===== src/rtl/io_seq_pkg.sv =====
// io_seq_pkg: shared FSM encoding and default sizing for io_seq_monitor
package io_seq_pkg;
    localparam int DEF_WIDTH = 8;
    localparam int DEF_DEPTH = 16;
    localparam int DEF_TMO_W = 24;
    typedef enum logic [1:0] {
        IDLE = 2'd0,
        RUN  = 2'd1,
        PASS = 2'd2,
        FAIL = 2'd3
    } state_e;
endpackage


===== src/rtl/io_sync2.sv =====
// io_sync2: two-flop synchroniser for asynchronous input pins
module io_sync2 #(
    parameter int WIDTH = 8
) (
    input  logic             CLK,
    input  logic             RST,
    input  logic [WIDTH-1:0] d_i,
    output logic [WIDTH-1:0] q_o
);
    logic [WIDTH-1:0] s1_q, s2_q;
    // Two-stage capture; only the second stage is safe to consume
    always_ff @(posedge CLK or posedge RST) begin
        if (RST) begin
            s1_q <= '0;
            s2_q <= '0;
        end else begin
            s1_q <= d_i;
            s2_q <= s1_q;
        end
    end
    assign q_o = s2_q;
endmodule


===== src/rtl/io_seq_monitor.sv =====
// io_seq_monitor: checks that synchronised pins walk through a loaded pattern table
// Define IO_SEQ_MONITOR_STRICT_EN to fail on any value that is neither the current nor the previous entry.
module io_seq_monitor import io_seq_pkg::*; #(
    parameter int WIDTH = DEF_WIDTH,
    parameter int DEPTH = DEF_DEPTH,
    parameter int TMO_W = DEF_TMO_W
) (
    input  logic                     CLK,
    input  logic                     RST,
    input  logic                     load_en,
    input  logic [$clog2(DEPTH)-1:0] load_addr,
    input  logic [WIDTH-1:0]         load_data,
    input  logic [$clog2(DEPTH):0]   seq_len,
    input  logic [TMO_W-1:0]         tmo_cycles,
    input  logic                     start,
    input  logic [WIDTH-1:0]         port_in,
    output logic                     busy,
    output logic                     pass,
    output logic                     fail,
    output logic                     tmo_flag,
    output logic [$clog2(DEPTH):0]   step_idx
);
    localparam int AW = $clog2(DEPTH);
    localparam int LW = AW + 1;
    localparam logic [LW-1:0] DEPTH_L = LW'(DEPTH);

    logic [WIDTH-1:0] port_s;
    logic [WIDTH-1:0] tbl_q [DEPTH];
    state_e           state_q, state_d;
    logic [LW-1:0]    step_q, step_d, len_q, len_d;
    logic [TMO_W-1:0] lim_q, lim_d, cnt_q, cnt_d, cnt_inc;
    logic             pass_q, pass_d, fail_q, fail_d, tmo_q, tmo_d;
    logic             match, expire, glitch;

    io_sync2 #(.WIDTH(WIDTH)) u_sync (
        .CLK (CLK),
        .RST (RST),
        .d_i (port_in),
        .q_o (port_s)
    );

    // Pattern table write port; contents deliberately survive reset
    always_ff @(posedge CLK) begin
        if (load_en && state_q != RUN && {1'b0, load_addr} < DEPTH_L)
            tbl_q[load_addr] <= load_data;
    end

    assign match   = port_s == tbl_q[step_q[AW-1:0]];
    assign cnt_inc = cnt_q + TMO_W'(1);
    assign expire  = lim_q != '0 && cnt_inc == lim_q;

`ifdef IO_SEQ_MONITOR_STRICT_EN
    logic [AW-1:0] prev_idx;
    assign prev_idx = step_q[AW-1:0] - AW'(1);
    assign glitch   = step_q != '0 && port_s != tbl_q[prev_idx];
`else
    assign glitch = 1'b0;
`endif

    // State and datapath registers
    always_ff @(posedge CLK or posedge RST) begin
        if (RST) begin
            state_q <= IDLE;
            step_q  <= '0;
            len_q   <= '0;
            lim_q   <= '0;
            cnt_q   <= '0;
            pass_q  <= 1'b0;
            fail_q  <= 1'b0;
            tmo_q   <= 1'b0;
        end else begin
            state_q <= state_d;
            step_q  <= step_d;
            len_q   <= len_d;
            lim_q   <= lim_d;
            cnt_q   <= cnt_d;
            pass_q  <= pass_d;
            fail_q  <= fail_d;
            tmo_q   <= tmo_d;
        end
    end

    // Next state: a match beats both glitch and timeout; start only arms outside RUN
    always_comb begin
        state_d = state_q;
        step_d  = step_q;
        len_d   = len_q;
        lim_d   = lim_q;
        cnt_d   = cnt_q;
        pass_d  = pass_q;
        fail_d  = fail_q;
        tmo_d   = tmo_q;
        if (state_q == RUN) begin
            if (match) begin
                step_d = step_q + LW'(1);
                cnt_d  = '0;
                if (step_d == len_q) begin
                    state_d = PASS;
                    pass_d  = 1'b1;
                end
            end else if (glitch) begin
                state_d = FAIL;
                fail_d  = 1'b1;
            end else begin
                cnt_d = cnt_inc;
                if (expire) begin
                    state_d = FAIL;
                    fail_d  = 1'b1;
                    tmo_d   = 1'b1;
                end
            end
        end else if (start) begin
            len_d   = seq_len > DEPTH_L ? DEPTH_L : seq_len;
            lim_d   = tmo_cycles;
            step_d  = '0;
            cnt_d   = '0;
            pass_d  = seq_len == '0;
            fail_d  = 1'b0;
            tmo_d   = 1'b0;
            state_d = seq_len == '0 ? PASS : RUN;
        end
    end

    // Outputs
    always_comb begin
        busy     = state_q == RUN;
        pass     = pass_q;
        fail     = fail_q;
        tmo_flag = tmo_q;
        step_idx = step_q;
    end
endmodule

===== config.mk =====
export PLATFORM = sky130hd
export DESIGN_NAME = io_seq_monitor
export DESIGN_NICKNAME = d
export VERILOG_FILES = /design/src/rtl/io_seq_pkg.sv /design/src/rtl/io_sync2.sv /design/src/rtl/io_seq_monitor.sv
export SDC_FILE = /design/constraint.sdc
export NUM_CORES = 1
export LEC_CHECK = 0
export BUFFER_PORTS_ARGS = -buffer_cell sky130_fd_sc_hd__buf_2
export CAP_MARGIN = 10
export CELL_PAD_IN_SITES_DETAIL_PLACEMENT = 1
export CELL_PAD_IN_SITES_GLOBAL_PLACEMENT = 2
export CORE_MARGIN = 5
export CORE_UTILIZATION = 47
export CTS_CLUSTER_DIAMETER = 50
export DETAILED_ROUTE_END_ITERATION = 8
export GPL_ROUTABILITY_DRIVEN = 0
export PLACE_DENSITY_LB_ADDON = 0.1
export SKIP_LAST_GASP = 1
export SLEW_MARGIN = 10
export SYNTH_ARGS = -nofsm -noshare
export SYNTH_HDL_FRONTEND = slang
export SYNTH_SLANG_ARGS = --single-unit

===== constraint.sdc =====
create_clock -name CLK -period 4.7 [get_ports CLK]
set_input_delay 0.94 -clock CLK [delete_from_list [all_inputs] [get_ports CLK]]
set_output_delay 0.94 -clock CLK [all_outputs]
set_load 0.01 [all_outputs]

# Word level (Yosys, flattened, before mapping)
# Memories as Yosys holds them, arrays and structs flattened.
# Cells that the tools add are included.
[totals] inputBits=53 register_bits=78 output_inout_bits=9 mem_bits_rw=128 wordCells=58 n_memories=1
[memory_table] memory="tbl_q" depth=16 word_bits=8 read_ports=1 rd_clocked_by_memory_dff=0 wr=1 line_no="io_seq_monitor.sv:28" source="logic [WIDTH-1:0] tbl_q [DEPTH];"
[op_classes] n_reduce_logical=10 n_addsub=2 n_lt_le_gt_ge=1 bitwise_logic=1 n_eq_ne=11 mux=23
[op_table] operator="two-way mux 24 bit" n=3
[op_table] operator="adder 24 x 1 -> 24 bit (second input constant)" n=1
[op_table] operator="== test 24 bit" n=1
[op_table] operator="nonzero test 24 bit" n=1
[op_table] operator="two-way mux 5 bit" n=4
[op_table] operator="two-way mux 2 bit" n=6
[op_table] operator="two-way mux 1 bit" n=10
[op_table] operator="AND reduction 3 bit" n=3
[op_table] operator="== test 8 bit" n=1
[op_table] operator="!= test 2 x 1 -> 1 bit (second input constant)" n=4
[op_table] operator="adder 5 x 1 -> 5 bit (second input constant)" n=1
[op_table] operator="== test 5 bit" n=1
[op_table] operator="greater-than comparator 5 bit (second input constant)" n=1
[op_table] operator="logical NOT 5 bit" n=1
[op_table] operator="AND reduction 2 bit" n=2
[op_table] operator="!= test 3 x 1 -> 1 bit (second input constant)" n=1
[op_table] operator="!= test 3 x 2 -> 1 bit (second input constant)" n=1
[op_table] operator="== test 2 x 1 -> 1 bit (second input constant)" n=1
[op_table] operator="logical AND 1 bit" n=2
[op_table] operator="!= test 2 bit (second input constant)" n=1
[op_table] operator="nonzero test 2 bit" n=1
[op_table] operator="inverter 1 bit" n=1

# Logic depth before layout (Yosys ltp)
# Gate-level depths: netlist of run 1.
[logic_depth] word_depth=6 mapped_depth=13 ltp_nobuf=9

# By module
# A second synthesis of run 1 with hierarchy kept.
[unflattened] hier_cells=666 area_unflattened_um2=9350.2
[by_module_without_submodules] mod="io_seq_monitor" seq_area_each_um2=5395.2 cells_each=649 instances=1 area_per_inst_um2=8946.1
[by_module_without_submodules] mod="io_sync2" seq_area_each_um2=400.4 cells_each=17 instances=1 area_per_inst_um2=404.1

# Least setup slack after synthesis of run 1
# Ideal clock, no wire load.
[synth_path] path_type="register to register" from="register cnt_q[8]" to="register state_q[1]" required_time_ns=4.613 path_stages_with_launch=10 synth_period_minus_slack_ns=2.794 setup_ns=0.087 n_path_buf=1 slack_ns=1.906 t_arrival_ns=2.708 cell_sequence="dfrtp_1 buf_2 nand4_1 or4_4 nor2_1 nand2_1 mux2i_1 or4_1 or4_1 a211oi_2"
[synth_between] elab_chain_len=5
[synth_rtl] element="start: declaration" line_no="io_seq_monitor.sv:31" source="logic [TMO_W-1:0] lim_q, lim_d, cnt_q, cnt_d, cnt_inc;"
[synth_rtl] element="start signal: assignment" line_no="io_seq_monitor.sv:76" source="cnt_q <= cnt_d;"
[synth_rtl] element="adder 24 x 1 -> 24 bit" line_no="io_seq_monitor.sv:49" source="assign cnt_inc = cnt_q + TMO_W'(1);"
[synth_rtl] element="== test 24 bit" line_no="io_seq_monitor.sv:50" source="assign expire = lim_q != '0 && cnt_inc == lim_q;"
[synth_rtl] element="logical AND 1 bit" line_no="io_seq_monitor.sv:50"
[synth_rtl] element="!= test 3 x 1 -> 1 bit (no line)"
[synth_rtl] element="AND reduction 3 bit (no line)"
[synth_rtl] element="end signal: assignment" line_no="io_seq_monitor.sv:72" source="state_q <= state_d;"
[synth_rtl] element="end: declaration" line_no="io_seq_monitor.sv:29" source="state_e state_q, state_d;"
# No other way between the ends.
# A chain may end at the register's enable or synchronous reset.

# Worst setup path after layout of run 1
[layout_path] from="register step_q[2] (netlist: step_idx[2])" to="register cnt_q[23]"
[layout_between] elab_chain_len=4
[layout_rtl] element="start: declaration" line_no="io_seq_monitor.sv:30" source="logic [LW-1:0] step_q, step_d, len_q, len_d;"
[layout_rtl] element="start signal: assignment" line_no="io_seq_monitor.sv:73" source="step_q <= step_d;"
[layout_rtl] element="memory read (16 x 8 bit)"
[layout_rtl] element="== test 8 bit" line_no="io_seq_monitor.sv:48" source="assign match = port_s == tbl_q[step_q[AW-1:0]];"
[layout_rtl] element="two-way mux 24 bit" line_no="io_seq_monitor.sv:94" source="if (match) begin"
[layout_rtl] element="two-way mux 24 bit" line_no="io_seq_monitor.sv:93" source="if (state_q == RUN) begin"
# No other way between the ends.

==> out/qor.log, run 1 <==
[status] result of the run finished, final reports clean
[global_routing] via count of the first global-routing pass 6,340
[pwr] worst-case vdd ir drop 0.312 mV
[synth] post-synth cell types 67
[critical_path] Worst path max stage delay 0.74 ns
[floorplanning] Core Area 19,500 µm²
[final_layout] Area Growth Syn to Fin 14.7%
[placed_design] hpwl dp 15.6 mm
[global_routing] total global routing track utilization 20.5%
[timing] Period Utilization, post-route 81.2%
[clock_network] clock buffers created by TritonCTS 26
[timing] Max Clock Skew 0.0183 ns
[critical_path] Crit Reg-Reg Startpoint step_idx[2]
[timing] final max-slew violation count 0
[timing] setup violators final 0
[routing] per-cell via count in the routed design 5.71
[floorplanning] Chip Width 151 µm
[routing] Iteration-0 DRC Markers 343
[synth] synthesized area divided by synthesized cell count 13.8 µm²
[routing] number of nets still failing antenna checks after routing 0
[timing] final critical delay including setup and external delays 3.82 ns
[clock_network] later-pin clock latency in the skew report 0.53 ns
[routing] detailed-routing iteration count for the pre-antenna-repair pass 5
[routing] Routed WL per cell 22.1 µm
[critical_path] number of cell instances on the worst register-to-register path 10
[worst_hold_path] class of the tightest hold or removal check register to register
[floorplanning] Die Y-Extent 151 µm
[placed_design] number of input and output port buffers inserted 61
[clock_network] TritonCTS clock tree done
[critical_path] Max stage delay cell, worst path dfrtp_2
[synth] portion of the post-synthesis area used by sequential elements 62.0%
[floorplanning] Rows 51
[synth] total nets after synthesis 731
[synth] Main synth FF type edfxtp_1
[clock_network] post-CTS resize count 0
[floorplanning] count of boundary I/O pins 62
[synth] Seq cells post-synth 206
[critical_path] minimum setup slack among reg-to-reg paths 0.88 ns
[final_layout] number of nets at the end of the flow 801
[final_layout] number of non-filler instances in the completed layout 1,029
[synth] dominant cell by count in the synthesized netlist edfxtp_1
[flow_run] max-cap viol count 0
[synth] leading cell types by total area after synthesis edfxtp_1 41%, dfrtp_1 21%, mux2i_1 4.7%, xnor2_1 3.7%, mux4_2 3.6%
[pwr] P per Cell Area 526 nW/µm²
[placed_design] worst slack at placement 0.927 ns
[worst_hold_path] hold wc startpoint u_sync.s1_q[6]
[timing] unrepaired setup endpoints after global routing no
[critical_path] list of cells traversed by the critical path buf_4 > and2_0 > a22oi_1 > a21o_1 > a211o_1 > nor4_4 > o22ai_2 > buf_4 > a21o_1 > a22o_1
[global_routing] initial antenna violation count 0
[routing] DRC violation count after routing 0
[pwr] static leakage 3.90 nW
[clock_network] clock net sink count 206
[critical_path] origin of the worst setup path step_idx[2]
[synth] most used standard cells in the synthesized netlist 128 x edfxtp_1, 78 x dfrtp_1, 44 x mux2i_1
[worst_hold_path] number of instances on the worst hold path 0
[critical_path] maximum fanout encountered on the critical timing path 22
[synth] synthesized instance count 676
[clock_network] Clock Path Buffers 3
[placed_design] Placed Cells 983
[critical_path] endpoint class of the critical path register
[global_routing] global-route wire length before repair 36.0 mm
[global_routing] overall overflow remaining after global route 0
[timing] Sum Neg Setup Slack 0 ns
[worst_hold_path] Hold Path Sink u_sync.q_o[6]
[critical_path] Worst Path Required 5.10 ns
[clock_network] Clk pin slew, worst setup/hold paths 0.06 ns
[synth] synthesized cell area 9340 µm²
[timing] setup slack after layout 0.884 ns
[timing] maximum achievable frequency 0.262 GHz
[synth] EDFF count, synth 128
[clock_network] CTS root buffer clkbuf_16
[critical_path] startpoint type of the worst setup path register
[timing] Rel. slew slack 24.2%
[clock_network] number of H-tree branching levels 1
[synth] largest area contributor in the synthesized netlist edfxtp_1
[final_layout] number of filler cells placed in the layout 1,968
[synth] async set-or-reset flop fraction in the synthesized netlist 37.9%
[critical_path] Critical R2R Capture cnt_q[23]
[critical_path] crit path DAT 4.21 ns
[floorplanning] initial core utilization 47.8%
[synth] share of the synthesized area in the top cell type 41.1%
[clock_network] post-CTS setup-driven buffer insertion count 0
[synth] Yosys Warn Count 0
[floorplanning] overall die area 22,800 µm²
[final_layout] antenna diode instance count 0
[final_layout] fraction of final layout cells with drive strength greater than 1 22.3%
[global_routing] largest net degree at the start of global routing 43
[routing] wire length reported by the detailed router 22.7 mm
[clock_network] quantity of hold-fixing buffers added after cts 0
[timing] transition time at the pin with the least slew margin 1.13 ns
[timing] hold violation count in the final report 0
[critical_path] classification of the worst setup path register to register
[routing] overall via count from detail_route 5,871
logic make-up (layout without fill, tap and decap cells):
kind of cell / count (synthesis) / in the layout / share of synthesized area [%]
AOI/OAI and AO/OA: 102 / 102 / 7.49
xor gates and xnor gates: 64 / 64 / 6.00
adders and majority gates: 2 / 2 / 0.268
buffers and inverters: 47 / 135 / 2.76
DFF: 206 / 206 / 62.0
muxes: 85 / 85 / 11.6
and+or+nand+nor: 170 / 170 / 9.83
worst max-delay path, delay by kind of cell, from the launching register on:
family,cells,cell delay [ns]
DFF,1,0.74
buffers and inverters,2,0.63
AOI/OAI and AO/OA,6,1.44
and+or+nand+nor,2,0.85
layer usage:
layer	GRT usage, %	up-vias	routed length, µm	share of wire (%)
met5	0	-	0	0
met4	4.58	0	448	2.0
met2	32.4	143	10600	47
met1	30.6	2993	10700	47
met3	2.87	36	1030	4.5
li1	-	2699	-	-
power breakdown:
part           switching [mW]  internal (mW)  leakage (nW)
combinational           0.675          0.564          1.37
clock                   0.766           1.15         0.399
sequential              0.322           2.16          2.13
metrics by stage:
step	hold WS, ns	instance area, µm²	power (mW)	utilization, %
2_1_floorplan	0.331	9340	3.40	-
3_3_place_gp	0.335	9890	3.70	50.6
3_5_place_dp	0.337	9890	3.76	50.6
4_1_cts	0.350	10700	5.69	54.9
5_1_grt	0.367	10700	5.94	54.9
6_report	0.349	10700	5.64	54.9
sequential cells by signal (all words and copies together), names as in the netlist:
signal       count
tbl_q          128
tmo_flag         1
state_q          2
pass             1
len_q            5
step_idx         5
u_sync.q_o       8
lim_q           24
u_sync.s1_q      8
cnt_q           24
layout make-up:
type,instances,area [µm²],share of cell area (%)
multi-input cells,423,3290,30.7
clock buffers,33,687,6.41
well taps,265,332,3.09
flip-flops and latches,206,5800,54.1
clock inverters,13,144,1.34
repair buffers,76,418,3.90
inverters,13,50.0,0.467
layout by cell type, fill, tap and decap left out, types with 4 or more instances in the layout:
cell,instances
a21oi_1,19
a22o_1,5
a22oi_1,5
a31oi_1,17
a41oi_1,4
and3_1,4
and4_1,6
buf_2,61
buf_4,15
clkbuf_1,6
clkbuf_16,26
dfrtp_1,76
edfxtp_1,128
inv_1,11
mux2_2,25
mux2i_1,44
mux4_2,15
nand2_1,38
nand2b_1,14
nand3_1,16
nand4_1,7
nor2_1,30
nor3_1,15
nor4_1,15
o21ai_0,21
or4_1,4
xnor2_1,39
xor2_1,25
how the worst max path moves through the flow:
stage                            to  slack, ns  depth (start not counted)
after floorplan            cnt_q[0]       1.76                          1
after global placement    cnt_q[22]       1.04                         10
after detailed placement  cnt_q[23]       0.93                         10
after CTS                 cnt_q[23]       0.88                         10
after global routing      cnt_q[23]       0.65                         10
final                     cnt_q[23]       0.88                         10
(Power assumes the default switching activity.)
==> inputs of run 2 (changes only) <==
--- a/config.mk
+++ b/config.mk
@@ -10,7 +10,7 @@
 export CELL_PAD_IN_SITES_DETAIL_PLACEMENT = 1
 export CELL_PAD_IN_SITES_GLOBAL_PLACEMENT = 2
 export CORE_MARGIN = 5
-export CORE_UTILIZATION = 47
+export CORE_UTILIZATION = 39
 export CTS_CLUSTER_DIAMETER = 50
 export DETAILED_ROUTE_END_ITERATION = 8
 export GPL_ROUTABILITY_DRIVEN = 0
==> constraint.sdc (replaced) <==
create_clock -name CLK -period 3.1 [get_ports CLK]
set_input_delay 0.62 -clock CLK [delete_from_list [all_inputs] [get_ports CLK]]
set_output_delay 0.62 -clock CLK [all_outputs]
set_load 0.01 [all_outputs]
==> run 2 against run 1 <==
Against the previous run:
- critical path depth fell by 1
- maximum frequency rose by 27%
- utilization fell by 6.6 points
- highest routed layer unchanged
- cell count increased by 9.8%
- sequential share of layout area decreased by 3.1 points
- power increased by 67%
==> out/qor.log, run 2 (synthesized netlist as in run 1, its figures left out) <==
[pwr] worst-case vdd ir drop 0.412 mV [was 0.312 mV]
[routing] overall via count from detail_route 5,984 [was 5,871]
[final_layout] final cell utilization of the core 48.3% [was 54.9%]
[timing] worst hold slack across all endpoints 0.158 ns [was 0.349 ns]
[routing] detailed-routing iteration count for the pre-antenna-repair pass 4 [was 5]
[routing] Iteration-0 DRC Markers 322 [was 343]
[timing] Sum Neg Setup Slack 0 ns [unchanged]
[timing] final critical delay including setup and external delays 3.00 ns [was 3.82 ns]
[routing] per-cell via count in the routed design 5.30 [was 5.71]
[routing] number of nets still failing antenna checks after routing 0 [unchanged]
[clock_network] clock buffers created by TritonCTS 29 [was 26]
[timing] maximum achievable frequency 0.333 GHz [was 0.262 GHz]
[final_layout] number of filler cells placed in the layout 2,428 [was 1,968]
[pwr] static leakage 4.23 nW [was 3.90 nW]
[global_routing] global-route wire length before repair 37.8 mm [was 36.0 mm]
[global_routing] overall overflow remaining after global route 0 [unchanged]
[clock_network] quantity of hold-fixing buffers added after cts 0 [unchanged]
[global_routing] largest net degree at the start of global routing 44 [was 43]
[final_layout] area taken by flip-flops and latches 5800 µm² [unchanged]
[timing] Period Utilization, post-route 96.8% [was 81.2%]
[floorplanning] Rows 56 [was 51]
[pwr] P per Cell Area 826 nW/µm² [was 526 nW/µm²]
[placed_design] number of input and output port buffers inserted 61 [unchanged]
[critical_path] Worst Path Required 3.53 ns [was 5.10 ns]
[critical_path] crit path DAT 3.43 ns [was 4.21 ns]
[final_layout] commonest cells after routing, fill and taps aside 128 x edfxtp_1, 76 x dfrtp_1, 61 x buf_2, 48 x buf_4, 44 x mux2i_1 [was 128 x edfxtp_1, 76 x dfrtp_1, 61 x buf_2, 44 x mux2i_1, 39 x xnor2_1]
[final_layout] number of non-filler instances in the completed layout 1,130 [was 1,029]
[floorplanning] Chip Width 165 µm [was 151 µm]
[critical_path] endpoint class of the critical path register [unchanged]
[final_layout] number of nets at the end of the flow 843 [was 801]
[final_layout] Area Growth Syn to Fin 21.8% [was 14.7%]
[timing] Max Clock Skew 0.0207 ns [was 0.0183 ns]
[worst_hold_path] class of the tightest hold or removal check input port to asynchronous set/reset pin [was register to register]
[timing] setup violators final 0 [unchanged]
[final_layout] area of the multi-input gates 3300 µm² [was 3290 µm²]
[clock_network] later-pin clock latency in the skew report 0.55 ns [was 0.53 ns]
[clock_network] CTS root buffer clkbuf_16 [unchanged]
[global_routing] initial antenna violation count 0 [unchanged]
[final_layout] fraction of final layout cells with drive strength greater than 1 27.5% [was 22.3%]
[routing] Routed WL per cell 21.4 µm [was 22.1 µm]
[final_layout] max reg flops 128 [unchanged]
[clock_network] clock net sink count 206 [unchanged]
[timing] hold violation count in the final report 0 [unchanged]
[floorplanning] count of boundary I/O pins 62 [unchanged]
[timing] final max-slew violation count 0 [unchanged]
[pwr] Tot Pwr 9.40 mW [was 5.64 mW]
[clock_network] Clock Path Buffers 3 [unchanged]
[critical_path] startpoint type of the worst setup path register [unchanged]
[final_layout] register bank with the most flops tbl_q [unchanged]
[critical_path] classification of the worst setup path register to register [unchanged]
[clock_network] Clk pin slew, worst setup/hold paths 0.06 ns [about the same]
[status] result of the run finished, final reports clean [unchanged]
[final_layout] fin area 11,400 µm² [was 10,700 µm²]
[final_layout] largest registers tbl_q (128), cnt_q (24), lim_q (24) [unchanged]
[final_layout] antenna diode instance count 0 [unchanged]
[floorplanning] Core Area 23,500 µm² [was 19,500 µm²]
[placed_design] hpwl dp 17.1 mm [was 15.6 mm]
[flow_run] max-cap viol count 0 [unchanged]
[routing] DRC violation count after routing 0 [unchanged]
[timing] transition time at the pin with the least slew margin 0.865 ns [was 1.13 ns]
[placed_design] Placed Cells 1,075 [was 983]
[timing] Rel. slew slack 42.3% [was 24.2%]
[placed_design] worst slack at placement 0.0432 ns [was 0.927 ns]
[floorplanning] initial core utilization 39.7% [was 47.8%]
[final_layout] most common library cell in the layout ignoring fill and taps edfxtp_1 [unchanged]
[floorplanning] Die Y-Extent 165 µm [was 151 µm]
[global_routing] total global routing track utilization 18.1% [was 20.5%]
[critical_path] maximum fanout encountered on the critical timing path 43 [was 22]
[routing] wire length reported by the detailed router 24.2 mm [was 22.7 mm]
[placed_design] placed instance area 10,300 µm² [was 9890 µm²]
[clock_network] TritonCTS clock tree done [unchanged]
[global_routing] via count of the first global-routing pass 6,520 [was 6,340]
[timing] setup slack after layout 0.100 ns [was 0.884 ns]
[timing] unrepaired setup endpoints after global routing yes [was no]
[clock_network] number of H-tree branching levels 1 [unchanged]
[floorplanning] overall die area 27,200 µm² [was 22,800 µm²]
==> run 2: cell count changes in the layout (fill, tap and decap cells not counted), sizes merged <==
| cell | before | now |
|---|---|---|
| clkbuf | 33 | 31 |
| bufinv | 2 | 7 |
| buf | 76 | 115 |
| inv | 14 | 17 |
| clkinvlp | 2 | 5 |
| clkinv | 8 | 7 |
==> run 2: per-layer routing <==
metal	up-vias	routed length (µm)	track usage, %
li1	2799	-	-
met4	0	508	4.35
met5	-	0	0
met3	31	1130	3.02
met1	3045	11500	26.6
met2	109	11000	28.3
==> run 2: worst paths after layout <==
path                                 from  cells after the start  slack [ns]        endpoint
setup / recovery              step_idx[2]                      9        0.10       cnt_q[13]
hold / removal                        RST                      2        0.16        lim_q[7]
setup reg to reg              step_idx[2]                      9        0.10       cnt_q[13]
hold reg to reg            u_sync.s1_q[2]                      0        0.35   u_sync.q_o[2]
max in group asynchronous             RST                      3        2.26     step_idx[2]
min in group CLK               port_in[6]                      1        0.18  u_sync.s1_q[6]
==> run 2: layout make-up <==
type,count,area share (%)
clock inverters,23,2.85
repair buffers,115,6.75
flip-flops and latches,206,51.0
inverters,13,0.440
clock buffers,31,6.45
well taps,319,3.51
multi-input cells,423,29.0
==> run 2: what timing repair did <==
action,in CTS,in global routing
gates resized for setup,0,5
endpoints found under the setup margin,0,18
setup buffers,0,1
==> run 2: report_power, final <==
part           total (mW)  internal (mW)  switching (mW)
Combinational        2.14          0.974            1.17
Sequential           3.68           3.28           0.403
Clock                3.57           2.31            1.26
Total                9.40           6.57            2.83
==> run 2: critical path, cell delays in order (launching register included) <==
cell      delay, ns
dfrtp_2        0.52
and2b_1        0.30
a22o_1         0.26
a221oi_1       0.36
xor2_1         0.21
nor4_4         0.40
o22ai_2        0.17
buf_12         0.22
and3_1         0.18
a221o_1        0.25
==> inputs of run 3 (changes only) <==
--- a/config.mk
+++ b/config.mk
@@ -7,14 +7,12 @@
 export LEC_CHECK = 0
 export BUFFER_PORTS_ARGS = -buffer_cell sky130_fd_sc_hd__buf_2
 export CAP_MARGIN = 10
-export CELL_PAD_IN_SITES_DETAIL_PLACEMENT = 1
-export CELL_PAD_IN_SITES_GLOBAL_PLACEMENT = 2
 export CORE_MARGIN = 5
-export CORE_UTILIZATION = 39
+export CORE_UTILIZATION = 50
 export CTS_CLUSTER_DIAMETER = 50
 export DETAILED_ROUTE_END_ITERATION = 8
 export GPL_ROUTABILITY_DRIVEN = 0
-export PLACE_DENSITY_LB_ADDON = 0.1
+export PLACE_DENSITY = 0.7
 export SKIP_LAST_GASP = 1
 export SLEW_MARGIN = 10
 export SYNTH_ARGS = -nofsm -noshare
==> run 3 against run 2 <==
Against the previous run:
- combinational power shrank 7%
- worst hold slack improved by 0.052 ns
- worst setup slack got worse by 0.0025 ns
- power is 8.5% lower
- clock skew decreased by 0.0060 ns
- sequential cell count did not move
- critical path depth down 1
- sequential share of layout area is 1.9 points higher
- die area down 21%
- global-route usage rose by 1.2 points
- clock power down 19%
- critical path type unchanged
==> out/qor.log, run 3 (synthesized netlist as in run 1, its figures left out) <==
[status] result of the run finished, final reports clean [unchanged]
[global_routing] initial antenna violation count 0 [unchanged]
[final_layout] max reg flops 128 [unchanged]
[critical_path] Max stage delay cell, worst path or4_1 [was dfrtp_2]
[global_routing] total global routing track utilization 19.3% [was 18.1%]
[flow_run] max-cap viol count 0 [unchanged]
[floorplanning] Die Y-Extent 147 µm [was 165 µm]
[timing] Sum Neg Setup Slack 0 ns [unchanged]
[final_layout] number of filler cells placed in the layout 1,427 [was 2,428]
[critical_path] Worst Path Required 3.53 ns [about the same]
[clock_network] clock net sink count 206 [unchanged]
[critical_path] maximum fanout encountered on the critical timing path 5 [was 43]
[final_layout] number of nets at the end of the flow 828 [was 843]
[clock_network] CTS root buffer clkbuf_16 [unchanged]
[floorplanning] Chip Width 147 µm [was 165 µm]
[routing] overall via count from detail_route 6,028 [was 5,984]
[routing] length of routed met2 wiring 10.7 mm [was 11.0 mm]
[routing] Routed WL per cell 20.5 µm [was 21.4 µm]
[placed_design] number of input and output port buffers inserted 61 [unchanged]
[final_layout] most common library cell in the layout ignoring fill and taps edfxtp_1 [unchanged]
[critical_path] crit path DAT 3.43 ns [about the same]
[timing] Period Utilization, post-route 96.9% [was 96.8%]
[pwr] switching part of the total 31.5% [was 30.1%]
[timing] maximum achievable frequency 0.333 GHz [about the same]
[pwr] Net Sw Power 2.71 mW [was 2.83 mW]
[pwr] P per Cell Area 784 nW/µm² [was 826 nW/µm²]
[routing] top routing layer in use met4 [unchanged]
[pwr] fraction of power consumed by combinational cells 23.3% [was 22.8%]
[clock_network] later-pin clock latency in the skew report 0.52 ns [was 0.55 ns]
[critical_path] classification of the worst setup path register to register [unchanged]
[critical_path] minimum setup slack among reg-to-reg paths 0.1 ns [was 0.10 ns]
[routing] detailed-routing iteration count for the pre-antenna-repair pass 5 [was 4]
[pwr] worst-case vdd ir drop 0.541 mV [was 0.412 mV]
[routing] per-cell via count in the routed design 5.88 [was 5.30]
[final_layout] antenna diode instance count 0 [unchanged]
[final_layout] fraction of final layout cells with drive strength greater than 1 26.1% [was 27.5%]
[pwr] Reg power frac 43.1% [was 39.2%]
[timing] Max Clock Skew 0.0147 ns [was 0.0207 ns]
[pwr] static leakage 4.07 nW [was 4.23 nW]
[floorplanning] Core Area 18,600 µm² [was 23,500 µm²]
[timing] Rel. slew slack 37.4% [was 42.3%]
[timing] final max-slew violation count 0 [unchanged]
[timing] setup violators final 0 [unchanged]
[clock_network] TritonCTS clock tree done [unchanged]
[routing] Iteration-0 DRC Markers 516 [was 322]
[floorplanning] initial core utilization 50.3% [was 39.7%]
[final_layout] commonest cells after routing, fill and taps aside 128 x edfxtp_1, 76 x dfrtp_1, 61 x buf_2, 44 x mux2i_1, 39 x xnor2_1 [was 128 x edfxtp_1, 76 x dfrtp_1, 61 x buf_2, 48 x buf_4, 44 x mux2i_1]
[placed_design] hpwl dp 14.0 mm [was 17.1 mm]
[final_layout] number of non-filler instances in the completed layout 1,026 [was 1,130]
[critical_path] endpoint class of the critical path register [unchanged]
[global_routing] global-route wire length before repair 33.3 mm [was 37.8 mm]
[clock_network] post-CTS setup-driven buffer insertion count 0 [unchanged]
[floorplanning] overall die area 21,500 µm² [was 27,200 µm²]
[clock_network] quantity of hold-fixing buffers added after cts 0 [unchanged]
[timing] hold violation count in the final report 0 [unchanged]
[critical_path] most used cell, CP or4_1
[timing] final critical delay including setup and external delays 3.00 ns [about the same]
[pwr] cell-internal power 5.89 mW [was 6.57 mW]
[clock_network] clock buffers created by TritonCTS 26 [was 29]
[final_layout] register bank with the most flops tbl_q [unchanged]
[critical_path] Worst path max stage delay 0.59 ns [was 0.52 ns]
[worst_hold_path] class of the tightest hold or removal check input port to register [was input port to asynchronous set/reset pin]
[critical_path] startpoint type of the worst setup path register [unchanged]
[global_routing] largest net degree at the start of global routing 45 [was 44]
[timing] unrepaired setup endpoints after global routing no [was yes]
[final_layout] Area Growth Syn to Fin 17.3% [was 21.8%]
[pwr] Clk network pwr share 33.7% [was 38.0%]
[timing] transition time at the pin with the least slew margin 0.935 ns [was 0.865 ns]
[routing] number of nets still failing antenna checks after routing 0 [unchanged]
[routing] met1 wire length 8.66 mm [was 11.5 mm]
[clock_network] post-CTS resize count 0 [unchanged]
[floorplanning] Rows 50 [was 56]
[routing] wire length reported by the detailed router 21.1 mm [was 24.2 mm]
[global_routing] overall overflow remaining after global route 0 [unchanged]
[clock_network] Clock Path Buffers 3 [unchanged]
[routing] routed wire length on met3 1.07 mm [was 1.13 mm]
[clock_network] number of H-tree branching levels 1 [unchanged]
[global_routing] via count of the first global-routing pass 6,106 [was 6,520]
[clock_network] Clk pin slew, worst setup/hold paths 0.06 ns [about the same]
[placed_design] Placed Cells 979 [was 1,075]
[final_layout] largest registers tbl_q (128), cnt_q (24), lim_q (24) [unchanged]
[critical_path] list of cells traversed by the critical path nand4_1 > or4_4 > nor2_2 > nand2_1 > mux2i_1 > or4_1 > or4_1 > a211oi_2 [was and2b_1 > a22o_1 > a221oi_1 > xor2_1 > nor4_4 > o22ai_2 > buf_12 > and3_1 > a221o_1]
[floorplanning] count of boundary I/O pins 62 [unchanged]
[routing] DRC violation count after routing 0 [unchanged]
==> run 3: cell type report <==
type	instances	area, µm²	share of cell area, %
clock buffer	31	711	6.48
sequential	206	5800	52.9
inverter	13	50.0	0.457
clock inverter	16	133	1.21
tap	234	293	2.67
timing repair buffer	103	671	6.12
multi-input combinational	423	3310	30.2
==> run 3: power groups by stage <==
stage | clock network, mW | registers, mW | logic, mW
5_1_grt | 3.07 | 3.75 | 2.19
3_3_place_gp | 0 | 3.73 | 1.91
6_report | 2.89 | 3.70 | 2.00
3_5_place_dp | 0 | 3.74 | 1.98
4_1_cts | 2.94 | 3.70 | 2.00
2_1_floorplan | 0 | 3.60 | 1.55
==> run 3: worst paths after layout <==
check                               start        endpoint  cells after the start
hold / removal                 port_in[7]  u_sync.s1_q[7]                      1
min in group asynchronous             RST        len_q[1]                      2
setup / recovery                 cnt_q[9]      state_q[1]                      8
hold reg to reg            u_sync.s1_q[1]   u_sync.q_o[1]                      0
max in group asynchronous             RST        lim_q[7]                      3
setup reg to reg                 cnt_q[9]      state_q[1]                      8
==> run 3: critical path: cells and delay by family, from the launching register on <==
family          cells  cell delay (ns)
flops               1             0.42
simple gates        6             2.15
mux                 1             0.13
compound gates      1             0.23
==> run 3: through the flow <==
step | power [mW] | setup slack, ns | instance area (µm²) | utilization (%) | hold slack [ns]
3_5_place_dp | 5.72 | 0.0659 | 10100 | 54.4 | 0.342
4_1_cts | 8.63 | 0.0643 | 10900 | 58.9 | 0.191
2_1_floorplan | 5.15 | 0.306 | 9340 | - | 0.331
5_1_grt | 9.01 | 0.000748 | 11000 | 59.0 | 0.192
3_3_place_gp | 5.64 | 0.172 | 10100 | 54.4 | 0.333
6_report | 8.60 | 0.0975 | 11000 | 59.0 | 0.209
==> run 3: per-layer routing <==
metal  up-vias  GRT usage [%]
li1       2755              -
met1      3031           25.4
met2       192           33.6
met3        50           2.87
met4         0           5.50
met5         -              0
